## src/rtl/uart_pkg.sv

```systemverilog
// rtl/uart_pkg.sv - shared constants for the UART transmit FIFO slice
package uart_pkg;
  localparam int UART_DATA_W     = 8;
  localparam int TIMEOUT_DEFAULT = 64;

  localparam logic [1:0] ST_IDLE      = 2'd0;
  localparam logic [1:0] ST_START     = 2'd1;
  localparam logic [1:0] ST_WAIT_DONE = 2'd2;
endpackage

```

## src/rtl/sync_fifo.sv

```systemverilog
// rtl/sync_fifo.sv - synchronous FIFO with count and full/empty, head visible combinationally
module sync_fifo #(
  parameter int DEPTH  = 16,
  parameter int ADDR_W = 4,
  parameter int WIDTH  = 8
) (
  input  logic              clk_i,
  input  logic              rst_i,
  input  logic              push_i,
  input  logic              pop_i,
  input  logic [WIDTH-1:0]  wdata_i,
  output logic [WIDTH-1:0]  rdata_o,
  output logic              full_o,
  output logic              empty_o,
  output logic [ADDR_W:0]   count_o
);
  localparam logic [ADDR_W:0] FULL_CNT = (ADDR_W+1)'(DEPTH);

  logic [WIDTH-1:0]  mem_q [DEPTH];
  logic [ADDR_W-1:0] wr_ptr_q, rd_ptr_q;
  logic [ADDR_W:0]   count_q;
  logic              do_push, do_pop;

  assign full_o  = (count_q == FULL_CNT);
  assign empty_o = (count_q == '0);
  assign count_o = count_q;
  assign rdata_o = mem_q[rd_ptr_q];

  // A pop in the same cycle frees a slot, so a full FIFO can still accept.
  assign do_pop  = pop_i && !empty_o;
  assign do_push = push_i && (!full_o || do_pop);

  always_ff @(posedge clk_i) begin
    if (do_push) mem_q[wr_ptr_q] <= wdata_i;
  end

  always_ff @(posedge clk_i) begin
    if (rst_i) begin
      wr_ptr_q <= '0;
      rd_ptr_q <= '0;
      count_q  <= '0;
    end else begin
      if (do_push) wr_ptr_q <= wr_ptr_q + 1'b1;
      if (do_pop)  rd_ptr_q <= rd_ptr_q + 1'b1;
      case ({do_push, do_pop})
        2'b10:   count_q <= count_q + 1'b1;
        2'b01:   count_q <= count_q - 1'b1;
        default: count_q <= count_q;
      endcase
    end
  end
endmodule

```

## src/rtl/uart_tx_fifo.sv

```systemverilog
// rtl/uart_tx_fifo.sv - byte queue feeding a UART transmitter, paced by tx_busy
module uart_tx_fifo
  import uart_pkg::*;
#(
  parameter int DEPTH   = 16,
  parameter int ADDR_W  = 4,
  parameter int TIMEOUT = TIMEOUT_DEFAULT
) (
  input  logic                   clk,
  input  logic                   rst,
  input  logic                   wr_en,
  input  logic [UART_DATA_W-1:0] wr_data,
  output logic                   full,
  output logic                   empty,
  output logic [ADDR_W:0]        count,
  output logic                   overflow,
  output logic                   timeout_err,
  input  logic                   err_clr,
  output logic [UART_DATA_W-1:0] uart_data_in,
  output logic                   uart_transmit_enable,
  input  logic                   uart_tx_busy,
  output logic                   idle
);
  localparam int CNT_W = $clog2(TIMEOUT);
  localparam logic [CNT_W-1:0] TMO_LAST = CNT_W'(TIMEOUT - 1);

  logic [1:0]             state_q, state_d;
  logic [CNT_W-1:0]       tmo_q, tmo_d;
  logic [UART_DATA_W-1:0] data_q, data_d;
  logic                   en_q, en_d;
  logic                   ovf_q, ovf_d;
  logic                   terr_q, terr_d;
  logic                   pop, tmo_set, ovf_set;
  logic [UART_DATA_W-1:0] head;

  sync_fifo #(
    .DEPTH  (DEPTH),
    .ADDR_W (ADDR_W),
    .WIDTH  (UART_DATA_W)
  ) u_fifo (
    .clk_i   (clk),
    .rst_i   (rst),
    .push_i  (wr_en),
    .pop_i   (pop),
    .wdata_i (wr_data),
    .rdata_o (head),
    .full_o  (full),
    .empty_o (empty),
    .count_o (count)
  );

  always_comb begin
    state_d = state_q;
    tmo_d   = tmo_q;
    data_d  = data_q;
    en_d    = en_q;
    pop     = 1'b0;
    tmo_set = 1'b0;
    case (state_q)
      ST_IDLE: begin
        if (!empty) begin
          pop     = 1'b1;
          data_d  = head;
          en_d    = 1'b1;
          tmo_d   = '0;
          state_d = ST_START;
        end
      end
      ST_START: begin
        if (uart_tx_busy) begin
          en_d    = 1'b0;
          tmo_d   = '0;
          state_d = ST_WAIT_DONE;
        end else if (tmo_q == TMO_LAST) begin
          // UART never acknowledged; drop this byte and move on to the next.
          tmo_set = 1'b1;
          en_d    = 1'b0;
          tmo_d   = '0;
          state_d = ST_IDLE;
        end else begin
          tmo_d = tmo_q + CNT_W'(1);
        end
      end
      ST_WAIT_DONE: begin
        if (!uart_tx_busy) state_d = ST_IDLE;
      end
      default: begin
        en_d    = 1'b0;
        state_d = ST_IDLE;
      end
    endcase
  end

  // A new error wins over a same-cycle clear.
  assign ovf_set = wr_en && full && !pop;
  assign ovf_d   = ovf_set || (ovf_q && !err_clr);
  assign terr_d  = tmo_set || (terr_q && !err_clr);

  always_ff @(posedge clk) begin
    if (rst) begin
      state_q <= ST_IDLE;
      tmo_q   <= '0;
      data_q  <= '0;
      en_q    <= 1'b0;
      ovf_q   <= 1'b0;
      terr_q  <= 1'b0;
    end else begin
      state_q <= state_d;
      tmo_q   <= tmo_d;
      data_q  <= data_d;
      en_q    <= en_d;
      ovf_q   <= ovf_d;
      terr_q  <= terr_d;
    end
  end

  assign uart_data_in         = data_q;
  assign uart_transmit_enable = en_q;
  assign overflow             = ovf_q;
  assign timeout_err          = terr_q;
  assign idle                 = empty && (state_q == ST_IDLE);
endmodule

```

## config.mk

```make
export PLATFORM = sky130hd
export DESIGN_NAME = uart_tx_fifo
export DESIGN_NICKNAME = d
export VERILOG_FILES = /design/src/rtl/uart_pkg.sv /design/src/rtl/sync_fifo.sv /design/src/rtl/uart_tx_fifo.sv
export SDC_FILE = /design/constraint.sdc
export NUM_CORES = 1
export LEC_CHECK = 0
export ABC_AREA = 1
export CELL_PAD_IN_SITES_DETAIL_PLACEMENT = 1
export CELL_PAD_IN_SITES_GLOBAL_PLACEMENT = 1
export CORE_MARGIN = 5
export CORE_UTILIZATION = 40
export DETAILED_ROUTE_END_ITERATION = 7
export PLACE_DENSITY = 0.72
export SYNTH_ARGS = -nofsm -noshare
export SYNTH_HDL_FRONTEND = slang
export SYNTH_SLANG_ARGS = --single-unit
export TNS_END_PERCENT = 100
```

## constraint.sdc

```tcl
create_clock -name clk -period 3 [get_ports clk]
set_input_delay 0.45 -clock clk [delete_from_list [all_inputs] [get_ports clk]]
set_output_delay 0.45 -clock clk [all_outputs]
set_load 0.05 [all_outputs]
```

# Word level (Yosys, flattened, before mapping)
# Memories as Yosys holds them, arrays and structs flattened. A register that Yosys moved wholly into a read port is not among the register bits.
# Index checks and enable logic that the tools add are counted.
[classes]
addsub = 5
muxes = 21
reduce_logical = 22
n_eq_ne = 9
bitwise = 2
[ops]
columns = ["operator", "n"]
rows = [
  ["6-bit 2-to-1 mux", 3],
  ["6-bit case mux with 2 select lines", 1],
  ["1-bit 2-to-1 mux", 10],
  ["5-bit case mux with 2 select lines", 1],
  ["4-bit by 1-bit adder with 4-bit output, second input constant", 2],
  ["2-bit 2-to-1 mux", 4],
  ["1-bit logical AND", 7],
  ["6-bit by 1-bit adder with 6-bit output, second input constant", 1],
  ["6-bit == test, second input constant", 1],
  ["2-bit case mux with 3 select lines", 1],
  ["3-bit AND reduction", 2],
  ["5-bit by 1-bit adder with 5-bit output, second input constant", 1],
  ["5-bit == test, second input constant", 1],
  ["5-bit logical NOT", 1],
  ["5-bit by 1-bit subtractor with 5-bit output, second input constant", 1],
  ["2-bit by 1-bit == test with 1-bit output, second input constant", 2],
  ["2-bit == test, second input constant", 2],
  ["1-bit logical NOT", 4],
  ["2-bit != test, second input constant", 2],
  ["2-bit AND reduction", 2],
  ["2-bit nonzero test", 2],
  ["1-bit logical OR", 3],
  ["3-bit != test, second input constant", 1],
  ["1-bit case mux with 3 select lines", 1],
  ["2 further kinds", 3],
]
[totals]
reg_bits = 24
n_memories = 1
elab_cells = 68
mem_bits_rw = 128
[memory_table]
columns = ["memory", "words", "word_bits", "read_ports", "rd_clocked_by_memory_dff", "wr", "line", "source"]
rows = [
  ["u_fifo.mem_q", 16, 8, 1, 1, 1, "sync_fifo.sv:19", "logic [WIDTH-1:0] mem_q [DEPTH];"],
]

# Logic depth before layout (Yosys ltp)
# Gate-level depths: netlist (run 1).
[logic_depth]
ltp_word = 8
ltp_mapped = 16

# By module
# From an unflattened synthesis (run 1), not the netlist that was laid out.
[hier_totals]
hier_cells = 650
area_unflattened_um2 = 7006.7
[by_module_without_submodules]
columns = ["mod", "area_per_inst_um2", "n_inst", "seq_area_each_um2", "cells_each"]
rows = [
  ["sync_fifo", 6150.9, 1, 4184.0, 538],
  ["uart_tx_fifo", 855.8, 1, 380.4, 112],
]

# Worst setup path before layout (run 1)
# Ideal clock, no wire load.
[synth_path]
path_kind = "register -> register"
startpoint = "reg u_fifo.count_q[4] (netlist: u_fifo.count_o[4])"
endpoint = "reg u_fifo.count_q[4] (netlist: u_fifo.count_o[4])"
setup_slack_ns = 0.191
stages_incl_launch_ff = 15
setup_time_ns = 0.117
t_required_ns = 2.883
arrival_time_ns = 2.692
cell_sequence = "dfxtp_1 > inv_1 > nor2_2 > nand2_2 > nand2_4 > ha_1 > xor2_1 > ha_1 > inv_1 > nand2_1 > nand3_1 > a21oi_1 > nand3_1 > nand2_1 > nor2_1"
[synth_rtl]
columns = ["item", "line", "source"]
rows = [
  ["start, declared", "sync_fifo.sv:21", "logic [ADDR_W:0] count_q;"],
  ["start signal, assigned", "sync_fifo.sv:46", "2'b10: count_q <= count_q + 1'b1;"],
  ["start signal, assigned", "sync_fifo.sv:47", "2'b01: count_q <= count_q - 1'b1;"],
  ["start signal, assigned", "sync_fifo.sv:48", "default: count_q <= count_q;"],
  ["5-bit == test (*)", "sync_fifo.sv:24", "assign full_o = (count_q == FULL_CNT);"],
  ["net full", "uart_tx_fifo.sv:13", "output logic full,"],
  ["1-bit logical NOT (*)", "sync_fifo.sv:31", "assign do_push = push_i && (!full_o || do_pop);"],
  ["1-bit logical OR (*)", "sync_fifo.sv:31", ""],
  ["1-bit logical AND (*)", "sync_fifo.sv:31", ""],
  ["2-bit by 1-bit == test with 1-bit output / 2-bit == test (equally long branches)", "sync_fifo.sv:45", "case ({do_push, do_pop})"],
  ["5-bit case mux with 2 select lines / 2-bit nonzero test (equally long branches)", "-", ""],
]
# The timed path passes the listed nets; every way through them passes the cells marked *.
# A chain may end at the register's enable or synchronous reset.

# Worst setup path after layout (run 1)
[layout_path]
startpoint = "reg u_fifo.count_q[0] (netlist: u_fifo.count_o[0])"
endpoint = "out idle"
[layout_between]
elab_chain_len = 2
[layout_lines]
columns = ["item", "line", "source"]
rows = [
  ["5-bit logical NOT", "sync_fifo.sv:25", "assign empty_o = (count_q == '0);"],
  ["1-bit logical AND", "uart_tx_fifo.sv:121", "assign idle = empty && (state_q == ST_IDLE);"],
  ["end, declared", "uart_tx_fifo.sv:22", "output logic idle"],
]
# Every way passes these cells.

==> impl_metrics.csv, run 1 <==
group,metric,value,unit
floorplanning,core-area,0.0174,mm^2
finish,n_antenna_cell,0,
worst_setup_path,critPathCaptureType,"primary output",
timing,min_period,2620,ps
global_routing,antenna_found_initial,0,
floorplanning,io_pins,32,
timing,slew_headroom,37.3,%
timing,max_clock_freq,0.382,GHz
worst_setup_path,cp_data_required_time,2550,ps
timing,min_period_over_period,87.3,%
floorplanning,die_w,143,um
drt,drt-pass1-iter-count,5,
clock_network,cts_resized,0,
worst_setup_path,rr_startpoint,"u_fifo.count_o[2]",
drt,dr.first_iter.drc_count,350,
worst_setup_path,rrSetupSlack,470,ps
finish,final_cell_count_no_fill,1005,
worst_setup_path,cpLargestDelayFamily,"buffers and inverters",
worst_setup_path,worst_setup_path_start_kind,"flip-flop",
worst_setup_path,path_depth,6,
finish,finalCoreUtilization,46.8,%
drt,drc,0,
finish,synthToLayoutAreaGrowth,14.6,%
placement,port_buffers,31,
worst_setup_path,critPathArrivalTime,2170,ps
worst_setup_path,cpPeakStageDelay,810,ps
clock_network,ctsHoldBuffers,0,
clock_network,path_clk_slew,60,ps
worst_setup_path,critPathKind,"reg2out",
clock_network,clockBufferDepth,2,
timing,final.setup.worst_slack,380,ps
worst_setup_path,rr_worst_depth,14,
worst_setup_path,crit_path_start,"u_fifo.count_o[0]",
clock_network,ctsRootBufferMaster,"clkbuf_16",
synth,ys_types,29,
drt,wire_per_inst,18.1,um
worst_setup_path,crit_top_cell,"inv_1",
clock_network,cts_inserted_buffers,17,
finish,layout_commonest_cell,"nand2_1",
drt,drt-total-wl,18.2,mm
drt,ant_nets,0,
synth,yosysWarnings,0,
timing,holdWs,472,ps
placement,dpl_cell_area,0.00759,mm^2
finish,nNetsFinal,789,
global_routing,grt_overflow,0,
global_routing,track_usage,18.9,%
floorplanning,fp.dieH,143,um
synth,syn-num-nets,759,
placement,place_inst,973,
timing,hold_viol_final,0,
global_routing,grt_pass1_wl,29.3,mm
synth,yosysSeqAreaShare,63.3,%
drt,vias_per_cell,5.00,
power,power-per-cell-area,874,mW/mm^2
finish,drive_above_1_share,6.79,%
synth,synth-seq-cells,160,
finish,final_area,0.00812,mm^2
clock_network,cts_htree_levels,4,
timing,worstMarginPinSlew,937,ps
global_routing,grt_pass1_vias,5429,
placement,dp_hpwl,12.2,mm
clock_network,cts_tree,"yes",
worst_setup_path,r2r_end,"u_fifo.count_o[4]",
clock_network,cts_setup_buffers,0,
worst_setup_path,cp_max_fo,5,
synth,syn_inst,737,
timing,setup_tns,0,ps
timing,slew_violations,0,
worst_setup_path,crit_path_top_delay_cell,"clkdlybuf4s50_1",
synth,syn_avg_cell_area,9.61,um^2
outcome,status,"complete, no violations",
floorplanning,design.die.area,0.0205,mm^2
placement,place_ws,466,ps
clock_network,worst_skew_pair.late_latency,430,ps
timing,rsz0062_at_grt,"false",
worst_setup_path,crit_buf_inv,3,
power,p_leak,3.36,nW
timing,finalSetupViolations,0,
global_routing,grt_max_degree,67,
clock_network,clock-sinks,160,
floorplanning,std_cell_rows,48,
worst_setup_path,cp_cell_sequence,"nor2_1, nand3_2, inv_1, nand2_1, inv_1, clkdlybuf4s50_1",
power,peakVddDrop,0.486,mV
flow_run,drv_cap,0,
worst_setup_path,cp-endpoint,"idle",
hold_path,hold_class,"reg2reg",
power,power,7.10,mW
placement,place.gp.congestion,0.809,
drt,vias,5030,
finish,final_cell_mix,"nand2_1 (214), edfxtp_1 (128), nand3_1 (103), inv_1 (99), nor2_1 (60)",
timing,fin_skew,14.5,ps
synth,netlist_area,0.00708,mm^2
floorplanning,initial_core_util,40.8,%
==> power breakdown <==
group,internal (mW),switching (mW),leakage (nW)
clock network,1.13,0.848,0.243
registers,2.54,0.0970,1.42
logic,0.718,1.76,1.69
total,4.39,2.71,3.36
==> cell type report <==
| cell class | instances | area [um^2] |
|---|---|---|
| fill | 1950 | 9240 |
| tap | 225 | 282 |
| multi-input combinational | 443 | 2040 |
| sequential | 160 | 4490 |
| clock inverter | 12 | 95.1 |
| timing repair buffer | 40 | 390 |
| clock buffer | 20 | 437 |
| inverter | 105 | 394 |
==> cells in the mapped netlist, drive strengths merged <==
cell,instances,area (um^2)
clkbuf,6,22.5
ha,9,113
edfxtp,128,3840
dfxtp,32,641
nand3b,1,7.51
a211oi,1,7.51
inv,103,387
nor2,63,258
or2,1,8.76
buf,23,145
nand2,219,855
clkinv,2,7.51
xor2,5,43.8
a21oi,22,125
nand3,104,526
nand4,1,6.26
o21ai,16,80.1
a21boi,1,7.51
==> per-layer routing <==
layer / global-route usage (%) / up-vias / wire (um)
met2: 31.2 / 69 / 8950
met5: 0 / - / 0
met1: 25.4 / 2498 / 8360
met3: 3.95 / 23 / 610
li1: - / 2440 / -
met4: 5.00 / 0 / 289
==> cells by family after synthesis <==
kind of cell / Yosys count / share of synthesized area (%)
and+or+nand+nor: 389 / 23.4
DFF: 160 / 63.3
buffers and inverters: 134 / 7.93
AOI/OAI and AO/OA: 40 / 3.11
adders and majority gates: 9 / 1.59
xor gates and xnor gates: 5 / 0.618
==> tightest hold or removal path: stages (launching register included) <==
cell     delay (ps)
dfxtp_1         310
nand2_1          60
a21oi_1          50
==> sequential cells by signal, summed over array words and instances (netlist names) <==
| register | flops |
|---|---|
| state_q | 2 |
| overflow | 1 |
| tmo_q | 6 |
| timeout_err | 1 |
| u_fifo.count_o | 5 |
| uart_data_in | 8 |
| u_fifo.mem_q | 128 |
| u_fifo.rd_ptr_q | 4 |
| u_fifo.wr_ptr_q | 4 |
| uart_transmit_enable | 1 |
==> how the worst min path moves through the flow <==
stage	slack, ps	depth (start not counted)	startpoint	endpoint
2_1_floorplan	450	1	tmo_q[0]	tmo_q[0]
3_3_place_gp	450	2	timeout_err	timeout_err
3_5_place_dp	460	2	timeout_err	timeout_err
4_1_cts	470	2	timeout_err	timeout_err
5_1_grt	500	2	uart_transmit_enable	uart_transmit_enable
6_report	470	2	timeout_err	timeout_err
Note: power is estimated with default switching activity, not from simulation.
==> run 2: changes to the inputs <==
Settings changed: CORE_UTILIZATION 40 to 47, PLACE_DENSITY 0.72 to 0.82, SKIP_LAST_GASP from default to 1.
==> run 2 against run 1 <==
Global-route usage up 3.0 points; cell count decreased by 4.2%; critical path depth stayed put; clock power grew 8%; clock skew shrank 6.7 ps; die area decreased by 14%; core utilization rose by 8.6 points; via count is 1.7% higher; maximum frequency is 1.3% higher; count of clock-buffer cells in the layout decreased by 2; critical path type unchanged.
==> impl_metrics.csv, run 2 (same netlist as run 1, synthesis figures left out) <==
group,metric,value,unit
timing,slew_headroom,45.7,%
hold_path,min_from,"timeout_err",
timing,fin_skew,7.78,ps
finish,multi_input_comb_area,0.00204,mm^2
power,p_leak,3.38,nW
timing,slew_violations,0,
worst_setup_path,rr_worst_depth,14,
timing,worstMarginPinSlew,812,ps
global_routing,grt_util_met2,38.8,%
drt,dr.first_iter.drc_count,438,
timing,max_clock_freq,0.387,GHz
clock_network,worst_skew_pair.late_latency,420,ps
worst_setup_path,cp_max_fo,6,
floorplanning,initial_core_util,48.4,%
clock_network,ctsHoldBuffers,0,
finish,finalCoreUtilization,55.4,%
floorplanning,fp.dieH,133,um
timing,min_period,2590,ps
hold_path,holdPathEnd,"timeout_err",
floorplanning,die_w,133,um
global_routing,grt_pass1_vias,5630,
hold_path,hold_class,"reg2reg",
power,p_int,4.55,mW
flow_run,drv_cap,0,
timing,min_period_over_period,86.2,%
floorplanning,core-area,0.0146,mm^2
clock_network,cts_htree_levels,4,
worst_setup_path,worst_setup_path_start_kind,"flip-flop",
clock_network,cts_inserted_buffers,17,
worst_setup_path,rrSetupSlack,450,ps
placement,port_buffers,31,
finish,n_antenna_cell,0,
global_routing,grt_util_met1,26.6,%
power,power,7.26,mW
timing,setup_tns,0,ps
worst_setup_path,rr_startpoint,"u_fifo.count_o[2]",
finish,regMostFlops,"u_fifo.mem_q",
clock_network,path_clk_slew,60,ps
clock_network,clock-sinks,160,
finish,drive_above_1_share,6.80,%
drt,vias,5116,
floorplanning,std_cell_rows,44,
placement,place_inst,933,
power,p_sw,2.72,mW
finish,final_cell_mix,"nand2_1 (214), edfxtp_1 (128), nand3_1 (103), inv_1 (99), nor2_1 (60)",
global_routing,grt_overflow,0,
clock_network,cts_resized,0,
global_routing,grtUsageMet3,4.14,%
drt,wire_per_inst,18.9,um
power,comb_power_share,33.9,%
drt,vias_per_cell,5.31,
global_routing,grt_pass1_wl,29.7,mm
timing,finalSetupViolations,0,
floorplanning,design.die.area,0.0176,mm^2
worst_setup_path,critPathCaptureType,"primary output",
worst_setup_path,critPathKind,"reg2out",
power,peakVddDrop,0.451,mV
finish,synthToLayoutAreaGrowth,14.4,%
finish,final_cell_count_no_fill,963,
placement,place.gp.congestion,0.818,
timing,hold_viol_final,0,
finish,nNetsFinal,790,
global_routing,track_usage,21.8,%
global_routing,antenna_found_initial,0,
global_routing,grt_max_degree,44,
clock_network,ctsRootBufferMaster,"clkbuf_16",
power,switching_share,37.4,%
global_routing,grt_busiest_layer,"met2",
drt,drc,0,
power,power-per-cell-area,896,mW/mm^2
timing,rsz0062_at_grt,"false",
power,clockPowerShare,29.4,%
drt,ant_nets,0,
clock_network,cts_setup_buffers,0,
finish,regArea,0.00449,mm^2
hold_path,hold_path_depth,2,
worst_setup_path,critPathArrivalTime,2140,ps
floorplanning,io_pins,32,
outcome,status,"complete, no violations",
finish,fillers,1647,
drt,drt-pass1-iter-count,5,
finish,largest_reg_flops,128,
finish,layout_commonest_cell,"nand2_1",
worst_setup_path,cp_data_required_time,2550,ps
clock_network,clockBufferDepth,2,
power,seq_power_share,36.8,%
worst_setup_path,r2r_end,"u_fifo.count_o[4]",
placement,dp_hpwl,12.3,mm
clock_network,cts_tree,"yes",
drt,drt-total-wl,18.2,mm
## run 2: cell count changes in the layout (fill, tap and decap cells not counted), moves of 2 or more
cell       before  now
buf_4           8   10
bufinv_16       1    3
clkbuf_1        3    1
clkinv_2        3    1
## run 2: power by group through the flow
stage          clock network (mW)  logic, mW  registers [mW]
2_1_floorplan                   0       1.55            2.91
3_3_place_gp                    0       2.33            2.70
3_5_place_dp                    0       2.44            2.72
4_1_cts                      2.16       2.48            2.67
5_1_grt                      2.27       2.71            2.69
6_report                     2.13       2.46            2.67
## run 2: metrics by stage
step | area, um^2 | hold WS, ps | setup WS (ps)
final | 8110 | 467 | 413
after floorplan | 7080 | 453 | 191
after global placement | 7530 | 451 | 601
after CTS | 8110 | 473 | 396
after global routing | 8110 | 493 | 246
after detailed placement | 7530 | 464 | 516
## run 2: worst max-delay path, cell delays in order, from the launching register on
cell	delay, ps
dfxtp_1	380
nor2_2	190
nand3_2	130
inv_1	90
nand2_1	70
inv_1	70
clkdlybuf4s50_1	790
## run 2: routing by layer
metal,wire [um],vias to the layer above
li1,-,2443
met1,7680,2550
met2,9470,94
met3,708,29
met4,373,0
met5,0,-
## run 2: worst max path at each step
stage | from | endpoint | slack, ps | cells after the start
finish | u_fifo.count_o[2] | idle | 410 | 6
global route | u_fifo.count_o[2] | u_fifo.count_o[4] | 250 | 14
CTS | u_fifo.count_o[0] | idle | 400 | 6
detailed placement | wr_en | u_fifo.count_o[4] | 520 | 12
global placement | wr_en | u_fifo.count_o[4] | 600 | 12
floorplan | u_fifo.count_o[4] | u_fifo.count_o[4] | 190 | 14
## run 2: layout make-up
class | count | area share [%]
clock buffers | 18 | 5.29
flip-flops and latches | 160 | 55.3
inverters | 105 | 4.86
clock inverters | 12 | 1.79
repair buffers | 41 | 4.75
well taps | 184 | 2.84
multi-input cells | 443 | 25.1
